File: src/rtl/adder_multiword_seq_pkg.sv
// Shared types for the multiword add/sub sequencer.
// Prefix-carry cells and FSM encodings.
package adder_multiword_seq_pkg;

  typedef enum logic [1:0] {
    IDLE,
    BUSY,
    DONE
  } adder_seq_state_t;

  typedef enum logic {
    OP_ADD,
    OP_SUB
  } adder_op_t;

  typedef struct packed {
    logic p;
    logic g;
  } pg_t;

  // Combine a high group with the adjacent low group.
  function automatic pg_t lkpg(
    input pg_t hi,
    input pg_t lo
  );
    pg_t r;
    r.p = hi.p & lo.p;
    r.g = hi.g | (hi.p & lo.g);
    return r;
  endfunction

  // Counter width for n chunks, never below one bit.
  function automatic int cnt_w(input int n);
    return (n > 1) ? $clog2(n) : 1;
  endfunction

endpackage

File: src/rtl/adder_multiword_seq_chain.sv
// Kogge-Stone prefix network, purely combinational.
// c[i] is the group generate of bits i..0.
module carry_chain_kogge_stone
  import adder_multiword_seq_pkg::*;
#(
  parameter int W = 33
) (
  input  logic [W-1:0] p,
  input  logic [W-1:0] g,
  output logic [W-1:0] c
);

  localparam int L = (W > 1) ? $clog2(W) : 1;

  pg_t st [L+1][W];

  for (genvar i = 0; i < W; i++) begin : g_in
    assign st[0][i] = pg_t'{p: p[i], g: g[i]};
  end

  for (genvar l = 0; l < L; l++) begin : g_lvl
    for (genvar i = 0; i < W; i++) begin : g_bit
      if (i >= (1 << l)) begin : g_op
        assign st[l+1][i] =
          lkpg(st[l][i], st[l][i-(1<<l)]);
      end else begin : g_pass
        assign st[l+1][i] = st[l][i];
      end
    end
  end

  for (genvar i = 0; i < W; i++) begin : g_out
    assign c[i] = st[L][i].g;
  end

endmodule

File: src/rtl/adder_multiword_seq.sv
// Wide add/subtract done one W-bit chunk per cycle.
// Single shared carry chain, carry held in a register.
module adder_multiword_seq
  import adder_multiword_seq_pkg::*;
#(
  parameter int W = 32,
  parameter int N = 4
) (
  input  logic         clk,
  input  logic         rst_n,
  input  logic         in_vld,
  output logic         in_rdy,
  input  logic [N*W-1:0] in_a,
  input  logic [N*W-1:0] in_b,
  input  logic         in_op,
  input  logic         in_cin,
  output logic         out_vld,
  input  logic         out_rdy,
  output logic [N*W-1:0] out_y,
  output logic         out_cout,
  output logic         out_ovf
);

  localparam int NW = N * W;
  localparam int CW = cnt_w(N);
  localparam logic [CW-1:0] LAST = CW'(N - 1);

  adder_seq_state_t state_q, state_d;
  adder_op_t        op;

  logic [NW-1:0] a_q, b_q, y_q;
  logic [CW-1:0] cnt_q;
  logic          carry_q, cout_q, ovf_q;

  logic          acc, step, fin;
  logic [W-1:0]  a_k, b_k, p_k, g_k, sum_k;
  logic [W:0]    cc;
  logic          ovf_k;

  assign op = adder_op_t'(in_op);

  assign a_k = a_q[cnt_q*W +: W];
  assign b_k = b_q[cnt_q*W +: W];
  assign p_k = a_k ^ b_k;
  assign g_k = a_k & b_k;

  carry_chain_kogge_stone #(
    .W(W + 1)
  ) u_chain (
    .p({p_k, 1'b0}),
    .g({g_k, carry_q}),
    .c(cc)
  );

  assign sum_k = p_k ^ cc[W-1:0];
  assign ovf_k = (a_q[NW-1] == b_q[NW-1])
               & (sum_k[W-1] != a_q[NW-1]);

  // State register.
  always_ff @(posedge clk) begin
    if (!rst_n) state_q <= IDLE;
    else        state_q <= state_d;
  end

  // Next state and handshake outputs from state alone.
  always_comb begin
    state_d = state_q;
    in_rdy  = 1'b0;
    out_vld = 1'b0;
    acc     = 1'b0;
    step    = 1'b0;
    fin     = 1'b0;
    unique case (state_q)
      IDLE: begin
        in_rdy = 1'b1;
        if (in_vld) begin
          acc     = 1'b1;
          state_d = BUSY;
        end
      end
      BUSY: begin
        step = 1'b1;
        if (cnt_q == LAST) begin
          fin     = 1'b1;
          state_d = DONE;
        end
      end
      DONE: begin
        out_vld = 1'b1;
        if (out_rdy) state_d = IDLE;
      end
      default: state_d = IDLE;
    endcase
  end

  // Operand capture and per-chunk accumulation.
  always_ff @(posedge clk) begin
    if (!rst_n) begin
      a_q     <= '0;
      b_q     <= '0;
      y_q     <= '0;
      cnt_q   <= '0;
      carry_q <= 1'b0;
      cout_q  <= 1'b0;
      ovf_q   <= 1'b0;
    end else begin
      if (acc) begin
        a_q     <= in_a;
        b_q     <= (op == OP_SUB) ? ~in_b : in_b;
        carry_q <= (op == OP_SUB) ? 1'b1 : in_cin;
        cnt_q   <= '0;
      end
      if (step) begin
        y_q[cnt_q*W +: W] <= sum_k;
        carry_q <= cc[W];
        cnt_q   <= fin ? '0 : cnt_q + 1'b1;
        if (fin) begin
          cout_q <= cc[W];
          ovf_q  <= ovf_k;
        end
      end
    end
  end

  assign out_y    = y_q;
  assign out_cout = cout_q;
  assign out_ovf  = ovf_q;

endmodule

File: config.mk
export PLATFORM = sky130hd
export DESIGN_NAME = adder_multiword_seq
export DESIGN_NICKNAME = d
export VERILOG_FILES = /design/src/rtl/adder_multiword_seq_pkg.sv /design/src/rtl/adder_multiword_seq_chain.sv /design/src/rtl/adder_multiword_seq.sv
export SDC_FILE = /design/constraint.sdc
export NUM_CORES = 1
export LEC_CHECK = 0
export BUFFER_PORTS_ARGS = -buffer_cell sky130_fd_sc_hd__buf_4
export CORE_AREA = 2 2 195 197
export CTS_BUF_LIST = sky130_fd_sc_hd__clkbuf_16
export CTS_CLUSTER_DIAMETER = 50
export DETAILED_ROUTE_END_ITERATION = 10
export DIE_AREA = 0 0 197 199
export PLACE_DENSITY = 0.76
export SETUP_SLACK_MARGIN = 0.2
export SLEW_MARGIN = 40
export SYNTH_ARGS = -nofsm -noshare
export SYNTH_HDL_FRONTEND = slang
export SYNTH_SLANG_ARGS = --single-unit
File: constraint.sdc
create_clock -name clk -period 3.7 [get_ports clk]
set_input_delay 0.185 -clock clk [delete_from_list [all_inputs] [get_ports clk]]
set_output_delay 0.185 -clock clk [all_outputs]
set_load 0.005 [all_outputs]
# Word-level counts from Yosys, hierarchy flattened
# Index checks and enable logic that the tools add are counted.
# Widths: inputs -> output; s select.
# classes
n_shift	4
addsub	2
reduce_logical	4
muxes	19
bitwise	378
eq_ne	8
# ops
op	count
$shiftx 128x8->32	2
$and 1x1->1	239
$or 1x1->1	135
$bwmux 128	1
$mux 128	1
$not 128->128	1
$shift 32x34->128 const A	1
$shiftx 32x34->128	1
$xor 32x32->32	2
$neg 7->34	1
$and 32x32->32	1
$mux 2	6
$mux 1	10
$ne 2x2->1 const B	3
$pmux 2 s3	1
$eq 2x2->1 const B	2
$reduce_and 3->1	1
$add 2x1->2 const B	1
$eq 2x1->1 const B	1
$logic_not 2->1	1
$reduce_and 2->1	1
$reduce_bool 2->1	1
$eq 1x1->1	1
$ne 1x1->1	1
# word_totals
output_inout_bits	132
ff_bits	391
elab_cells	423

# Depth between registers and ports, before layout
# Gate-level depths: netlist of run 1.
# depth
word_depth	15
depth_mapped	14
ltp_nobuf	11

# Hierarchy
# Synthesis of run 1 repeated with hierarchy kept, for this count alone.
# unflattened
hier_cells	1857
hier_area_um2	18586.6
# modules_own_cells
mod	seq_area_each_um2	cells_each	area_per_inst_um2	n_inst
adder_multiword_seq	7827.5	1719	17733.3	1
carry_chain_kogge_stone	0.0	138	853.3	1

# Worst setup path before layout of run 1
# OpenSTA, ideal clock, no wires.
# synth_timing
path_kind	flip-flop to flip-flop
from	reg cnt_q[0]
to	reg ovf_q, in the netlist out_ovf
path_stages_with_launch	15
setup_slack_ns	0.106
synth_period_minus_slack_ns	3.594
t_arrival_ns	3.520
cell_sequence	dfxtp_1 > clkbuf_1 > buf_2 > buf_2 > mux4_2 > ha_1 > buf_6 > a21o_1 > o21bai_4 > nor2_4 > o311ai_0 > a31oi_1 > nand3_2 > or3_1 > a31oi_1
# synth_via
elab_chain_cells	15
elab_cells_between_ends	99
cone_classes	2 x eq/ne; 2 x shift; 2 x mux; 92 x bitwise; 1 x reduce/logical
# synth_lines
item	line	text
from (decl)	adder_multiword_seq.sv:32	logic [CW-1:0] cnt_q;
from (signal assigned)	adder_multiword_seq.sv:116	cnt_q <= fin ? '0 : cnt_q + 1'b1;
$shiftx 128x8->32 (on tied branches)	adder_multiword_seq.sv:42, adder_multiword_seq.sv:43	
$xor 32x32->32	adder_multiword_seq.sv:44	assign p_k = a_k ^ b_k;
$and 1x1->1	adder_multiword_seq_pkg.sv:28	r.g = hi.g | (hi.p & lo.g);
$or 1x1->1	adder_multiword_seq_pkg.sv:28	
$and 1x1->1	adder_multiword_seq_pkg.sv:28	
$or 1x1->1	adder_multiword_seq_pkg.sv:28	
$and 1x1->1	adder_multiword_seq_pkg.sv:28	
$or 1x1->1	adder_multiword_seq_pkg.sv:28	
$and 1x1->1	adder_multiword_seq_pkg.sv:28	
$or 1x1->1	adder_multiword_seq_pkg.sv:28	
$and 1x1->1	adder_multiword_seq_pkg.sv:28	
$or 1x1->1	adder_multiword_seq_pkg.sv:28	
$xor 32x32->32	adder_multiword_seq.sv:55	assign sum_k = p_k ^ cc[W-1:0];
$ne 1x1->1	adder_multiword_seq.sv:57	& (sum_k[W-1] != a_q[NW-1]);
$and 1x1->1	adder_multiword_seq.sv:57	
to (signal assigned)	adder_multiword_seq.sv:119	ovf_q <= ovf_k;
to (decl)	adder_multiword_seq.sv:33	logic carry_q, cout_q, ovf_q;
# Parallel ways exist; a longest one is shown, timed or not.
# A chain may end at the register's enable or synchronous reset.

# Worst setup path after layout of run 1
# layout_timing
from	reg cnt_q[0]
to	reg y_q[30], in the netlist out_y[30]
# layout_via
elab_chain_cells	15
elab_cells_between_ends	365
cone_classes	1 x add/sub; 4 x shift; 1 x mux; 359 x bitwise
# layout_lines
item	line	text
$shiftx 128x8->32 (on tied branches)	adder_multiword_seq.sv:42, adder_multiword_seq.sv:43	
$xor 32x32->32	adder_multiword_seq.sv:44	
$and 1x1->1	adder_multiword_seq_pkg.sv:28	
$or 1x1->1	adder_multiword_seq_pkg.sv:28	
$and 1x1->1	adder_multiword_seq_pkg.sv:28	
$or 1x1->1	adder_multiword_seq_pkg.sv:28	
$and 1x1->1	adder_multiword_seq_pkg.sv:28	
$or 1x1->1	adder_multiword_seq_pkg.sv:28	
$and 1x1->1	adder_multiword_seq_pkg.sv:28	
$or 1x1->1	adder_multiword_seq_pkg.sv:28	
$and 1x1->1	adder_multiword_seq_pkg.sv:28	
$or 1x1->1	adder_multiword_seq_pkg.sv:28	
$xor 32x32->32	adder_multiword_seq.sv:55	
$shiftx 32x34->128	adder_multiword_seq.sv:114	y_q[cnt_q*W +: W] <= sum_k;
$bwmux 128 *	adder_multiword_seq.sv:114	
to (signal, indexed assignment)	adder_multiword_seq.sv:114	
to (decl)	adder_multiword_seq.sv:31	logic [NW-1:0] a_q, b_q, y_q;
# Mark *: on every way between the ends. The rest lies on a longest branch, timed or not.

==> results of run 1 <==
[metal layers]
| layer | share of wire (%) | global-route usage [%] | up-vias |
|---|---|---|---|
| met5 | 0 | 0 | - |
| met4 | 4.3 | 13.2 | 0 |
| met3 | 6.8 | 4.24 | 179 |
| met2 | 46 | 46.4 | 794 |
| met1 | 43 | 39.0 | 7930 |
| li1 | - | - | 7705 |
[timing repair]
action	in CTS	in global routing
pin swaps	0	3
setup buffers	3	2
resized for setup	3	38
hold buffers	170	0
endpoints found under the hold margin	170	0
setup endpoints to repair	37	60
[registers in the layout, summed over array words and instances, names as in the netlist]
signal / count
out_y: 128
out_cout: 1
out_ovf: 1
a_q: 128
carry_q: 1
state_q: 2
b_q: 128
cnt_q: 2
[synthesized netlist by cell type, types with 3 or more instances]
library cell and number:
nor2_1 23, mux4_2 64, a21oi_2 5, nand3_1 11
and3_1 6, o21ai_1 3, o31ai_1 10, inv_1 17
xor2_1 9, and2_1 12, a31oi_1 7, nor3_1 11
buf_2 20, nand2_1 451, a21boi_0 133, or3_1 3
o21ai_0 35, a22o_1 56, o21a_1 6, buf_1 6
o21bai_1 6, o211a_1 128, clkbuf_1 126, nand2b_1 5
dfxtp_1 391, a22oi_1 44, a21oi_1 36, a21o_1 14
ha_1 38, nor2b_1 49, nor4_1 3, xnor2_1 145
nand4_1 6
[through the flow]
step                hold slack, ps  area, µm²  util (%)  power [mW]
global route                  2.32      25000      67.4        11.2
floorplan                      330      18400         -        5.79
CTS                         0.0130      24800      66.9        10.7
finish                        15.8      25000      67.4        10.8
detailed placement             447      21800      58.6        6.53
global placement               440      21800      58.6        6.48
[where the power goes]
group          switching (mW)  leakage (nW)  internal, mW
sequential              0.141          3.20          4.45
combinational            1.10          7.31          1.01
clock                    1.77         0.666          2.32
total                    3.01          11.2          7.78
[cell usage in the layout, fill, tap and decap left out, types with 8 or more instances in the layout]
master         count
a21boi_0         133
a21o_1            14
a21oi_1           33
a22o_1            56
a22oi_1           44
buf_12            10
buf_4            425
clkbuf_16         44
clkinv_1           8
dfxtp_1          389
dlygate4sd3_1    170
ha_1              26
ha_2              11
inv_1             21
mux4_2            64
nand2_1          450
nand3_1           11
nor2_1            22
nor2b_1           49
o211a_1          128
o21ai_0           30
o21ai_1            8
o31ai_1           10
xnor2_1          140
[logic make-up (layout without fill, tap and decap cells)]
group           Yosys count  after routing  synth area share [%]
simple gates            592            592                  13.8
compound gates          499            499                  21.9
flops                   391            391                  42.7
buf+inv                 171            702                  3.70
fa+ha+maj                39             39                  2.70
mux                      65             65                  7.91
xor+xnor                154            154                  7.35
other cells               0              3                     0
[worst max-delay path, stage by stage, from the launching register on]
cell and delay [ps]:
dfxtp_4 390, buf_12 200, mux4_2 550, ha_1 420
nand2_1 80, o21ai_0 270, a21oi_2 80, a21o_1 270
a31oi_1 370, a21oi_2 160, o21ai_1 340, o31ai_1 140
[path summary, 6_finish.rpt]
check | slack (ps) | cells past startpoint | to
min reg2reg | 460 | 2 | a_q[78]
max reg2reg | 290 | 11 | out_y[30]
min | 20 | 4 | b_q[114]
max | 290 | 11 | out_y[30]
[layout make-up]
class	count	area (µm²)	area share, %
diodes	3	7.51	0.0300
clock buffers	44	1100	4.40
clock inverters	33	246	0.984
inverters	17	63.8	0.255
multi-input cells	1349	10100	40.2
flip-flops and latches	391	7840	31.3
well taps	474	593	2.37
repair buffers	608	5130	20.5
==> metrics.md, run 1 <==
| Metric | Value |
|---|---|
| Status | `finished clean` |
| Netlist Area Pre-Place | `0.0184 mm²` |
| Syn nets | `2212` |
| DR iter-0 viols | `1129` |
| GR Overflow Total | `0` |
| PortBufs | `393` |
| Main synth FF type | `dfxtp_1` |
| First-pass GRT wire length | `89500 µm` |
| Post-synth top area cell | `dfxtp_1` |
| Hold Path Class | `in -> reg` |
| CP Data Arrival Time | `3820 ps` |
| Die Span X | `197 µm` |
| Vias per cell | `5.69` |
| Reg clk slew, reported paths | `60 ps` |
| HP Start | `in_b[114]` |
| Drt pass-1 iters | `5` |
| Worst Setup SP | `cnt_q[0]` |
| Via total after detailed routing | `16600` |
| Setup ws final | `289 ps` |
| IO Pins | `394` |
| Drt total wl | `59200 µm` |
| Filler cell count | `2791` |
| DRC | `0` |
| Yosys reg bits | `391` |
| RD Place Congestion | `0.882` |
| CTS tree | `yes` |
| Worst Tran Pin Value | `852 ps` |
| Layout Cells excl Fill | `2919` |
| Dpl hpwl | `40500 µm` |
| Post-synth ARST share | `0%` |
| Num CTS Buffers | `43` |
| Nets | `2711` |
| Final Hold Viols | `0` |
| Syn avg cell area | `9.60 µm²` |
| Sequential cell area fraction in the yosys report | `42.7%` |
| CP Capture Type | `flip-flop` |
| Layout area overhead | `36.4%` |
| Cells after Synth | `1911` |
| Netlist cell types | `64` |
| Reg2reg start | `cnt_q[0]` |
| Final worst path period share | `92.2%` |
| Final setup viols | `0` |
| Vias in the first global route | `16300` |
| Max rail drop VDD | `0.000319 V` |
| Leak | `11.2 nW` |
| Slew headroom | `42.8%` |
| Largest net degree at the start of global routing | `124` |
| Die Span Y | `199 µm` |
| Worst setup path class | `reg -> reg` |
| Pre-CTS setup slack | `95.6 ps` |
| Yosys top cell area share | `42.7%` |
| Core box area | `0.0371 mm²` |
| Startpoint types | `flip-flop` |
| Max Slew Vio Count | `0` |
| Clock Latency Late Sink | `540 ps` |
| Post-synth EDFFs | `0` |
| CTS Buffer Depth | `3` |
| Fin Setup TNS | `0 ps` |
| Worst EP required | `4110 ps` |
| Fmax | `293 MHz` |
| RSZ-0062 raised after global routing | `yes` |
| Placed insts | `2664` |
| Crit-path max FO | `18` |
| Die ar. | `0.0392 mm²` |
| Max-Cap Viols | `0` |
| Proportion of layout cells with a drive suffix above 1 | `25.7%` |
| Initial antenna violation count | `3` |
| Wire per inst | `20.3 µm` |
| Total track usage | `29.0%` |
| H-Tree Level Count | `2` |
| Final min period | `3410 ps` |
| Top cells by area, synth | `dfxtp_1 (43%), nand2_1 (9.2%), mux4_2 (7.9%)` |
| Root buf cell | `clkbuf_16` |
| Initial Utilization | `49.4%` |
| Sinks on Clock Net | `391` |
| Post-DRT Antenna Nets | `0` |
| Cell Pwr Density | `431 mW/mm²` |
| Rows | `71` |
| Worst Skew | `14.1 ps` |
| Total number of yosys warnings | `0` |
Power figures use the tool's default switching activity.
==> inputs of run 2 (changes only) <==
--- a/config.mk
+++ b/config.mk
@@ -11,7 +11,7 @@
 export CTS_CLUSTER_DIAMETER = 50
 export DETAILED_ROUTE_END_ITERATION = 10
 export DIE_AREA = 0 0 197 199
-export PLACE_DENSITY = 0.76
+export PLACE_DENSITY = 0.74
 export SETUP_SLACK_MARGIN = 0.2
 export SLEW_MARGIN = 40
 export SYNTH_ARGS = -nofsm -noshare
==> constraint.sdc (replaced) <==
create_clock -name clk -period 3.55 [get_ports clk]
set_input_delay 0.1775 -clock clk [delete_from_list [all_inputs] [get_ports clk]]
set_output_delay 0.1775 -clock clk [all_outputs]
set_load 0.005 [all_outputs]
==> metrics.md, run 2 (synthesized netlist as in run 1, its figures left out) <==
| Metric | Value |
|---|---|
| Status | `finished clean` |
| Worst setup path class | `reg -> reg` |
| Power share of the combinational group | `20.0%` |
| Num CTS Buffers | `42` |
| Reg clk slew, reported paths | `60 ps` |
| Pre-CTS setup slack | `-4.20 ps` |
| Total track usage | `28.7%` |
| Layout Cells excl Fill | `2939` |
| Core box area | `0.0371 mm²` |
| Final hold slack | `7.34 ps` |
| Worst Hold Path EP | `b_q[119]` |
| PortBufs | `393` |
| HP Start | `in_b[119]` |
| RSZ-0062 raised after global routing | `yes` |
| Worst Setup SP | `cnt_q[0]` |
| Filler cell count | `2757` |
| DR iter-0 viols | `1106` |
| Worst Tran Pin Value | `927 ps` |
| Drt total wl | `58500 µm` |
| Max-Cap Viols | `0` |
| R2R setup slack | `180 ps` |
| IO Pins | `394` |
| Final min period | `3370 ps` |
| Dpl hpwl | `39000 µm` |
| Cells on worst reg2reg path | `11` |
| Reg power frac | `41.5%` |
| CTS Buffer Depth | `3` |
| GR Overflow Total | `0` |
| RR Endpoint | `out_y[44]` |
| Final Util | `68.8%` |
| Final Power | `11.5 mW` |
| Die Span X | `197 µm` |
| Startpoint types | `flip-flop` |
| CTS tree | `yes` |
| RD Place Congestion | `0.882` |
| Reg2reg start | `cnt_q[0]` |
| Fin Setup TNS | `0 ps` |
| Clock Latency Late Sink | `540 ps` |
| Setup ws final | `182 ps` |
| Sw frac | `27.2%` |
| Fmax | `297 MHz` |
| Max Slew Vio Count | `0` |
| Crit path cell chain | `buf_4, mux4_2, ha_1, a21oi_1, o21ai_0, a21oi_2, a21oi_1, o21ai_2, or4b_4, o311ai_4, a22o_1` |
| Final setup viols | `0` |
| P_sw | `3.14 mW` |
| Die ar. | `0.0392 mm²` |
| CP Capture Type | `flip-flop` |
| Vias per cell | `5.60` |
| Max rail drop VDD | `0.000276 V` |
| Leak | `11.3 nW` |
| Commonest non-fill, non-tap cell in the layout | `nand2_1` |
| Final Hold Viols | `0` |
| Crit-path max FO | `7` |
| Nets | `2732` |
| Drt pass-1 iters | `5` |
| Post-DRT Antenna Nets | `0` |
| Slew headroom | `38.2%` |
| First-pass GRT wire length | `88400 µm` |
| H-Tree Level Count | `2` |
| Hold Path Class | `in -> reg` |
| Worst Skew | `22.2 ps` |
| Clock power share | `38.6%` |
| Largest net degree at the start of global routing | `187` |
| Final instance area | `0.0256 mm²` |
| Initial antenna violation count | `4` |
| Die Span Y | `199 µm` |
| Power Internal | `8.40 mW` |
| Most frequent cells in the layout | `nand2_1 (449), buf_4 (437), dfxtp_1 (389)` |
| Final worst path period share | `94.9%` |
| Worst path slowest cell | `mux4_2` |
| Placed cell area | `0.0218 mm²` |
| Proportion of layout cells with a drive suffix above 1 | `26.9%` |
| Via total after detailed routing | `16500` |
| Layout area overhead | `39.3%` |
| Most used cell, CP | `a21oi_1` |
| Rows | `71` |
| Vias in the first global route | `16300` |
| CP Data Arrival Time | `3840 ps` |
| Min-Delay Path Depth | `4` |
| Sinks on Clock Net | `391` |
| DRC | `0` |
| Max incr delay on CP | `540 ps` |
| Wire per inst | `19.9 µm` |
| Initial Utilization | `49.4%` |
| Worst EP required | `4020 ps` |
| Cell Pwr Density | `451 mW/mm²` |
| Root buf cell | `clkbuf_16` |
| Placed insts | `2672` |
==> run 2: changes by cell type in the layout (fill, tap and decap cells not counted), sizes merged <==
cell         change
buf             +16
bufinv           +4
clkinv           -5
clkinvlp         -4
diode            +1
dlygate4sd3      +5
inv              +3
==> run 2: per-layer routing <==
layer,wire [µm],track usage [%],up-vias
met4,2090,11.3,2
li1,-,-,7760
met2,27000,47.0,692
met1,25500,37.9,7843
met5,8,0,-
met3,3910,4.88,156
==> run 2: cell type report <==
cell class | instances | area [µm²] | share of cell area [%]
Multi-Input combinational cell | 1349 | 10300 | 40.2
Sequential cell | 391 | 7840 | 30.7
Timing Repair Buffer | 630 | 5390 | 21.1
Clock buffer | 43 | 1080 | 4.21
Tap cell | 474 | 593 | 2.32
Clock inverter | 31 | 319 | 1.25
Inverter | 17 | 63.8 | 0.250
Antenna cell | 4 | 10.0 | 0.0392
==> run 2: what timing repair did <==
action                                  CTS  global route
pin swaps                                 2            11
resized for setup                        22            64
hold buffers                            175             0
endpoints found under the setup margin   61            76
buffers inserted                         11             1
cloned                                    1             1
endpoints found under the hold margin   175             0
==> run 2: critical path, delay by kind of cell (launching register included) <==
| family | cells | cell delay [ps] |
|---|---|---|
| flops | 1 | 470 |
| simple gates | 1 | 510 |
| fa+ha+maj | 1 | 400 |
| compound gates | 7 | 1210 |
| mux | 1 | 540 |
| buf+inv | 1 | 180 |
==> run 2: how the worst max path moves through the flow <==
stage / end / cells past startpoint
2_1_floorplan: out_ovf / 13
3_3_place_gp: out_y[76] / 10
3_5_place_dp: out_y[44] / 10
4_1_cts: out_y[44] / 11
5_1_grt: out_y[44] / 11
6_report: out_y[44] / 11
==> run 2: power by group through the flow <==
stage	logic, mW	registers (mW)	clock network (mW)
4_1_cts	2.17	4.78	4.49
5_1_grt	2.47	4.80	4.67
3_5_place_dp	1.94	4.87	0
3_3_place_gp	1.91	4.87	0
2_1_floorplan	1.22	4.82	0
6_report	2.30	4.78	4.45
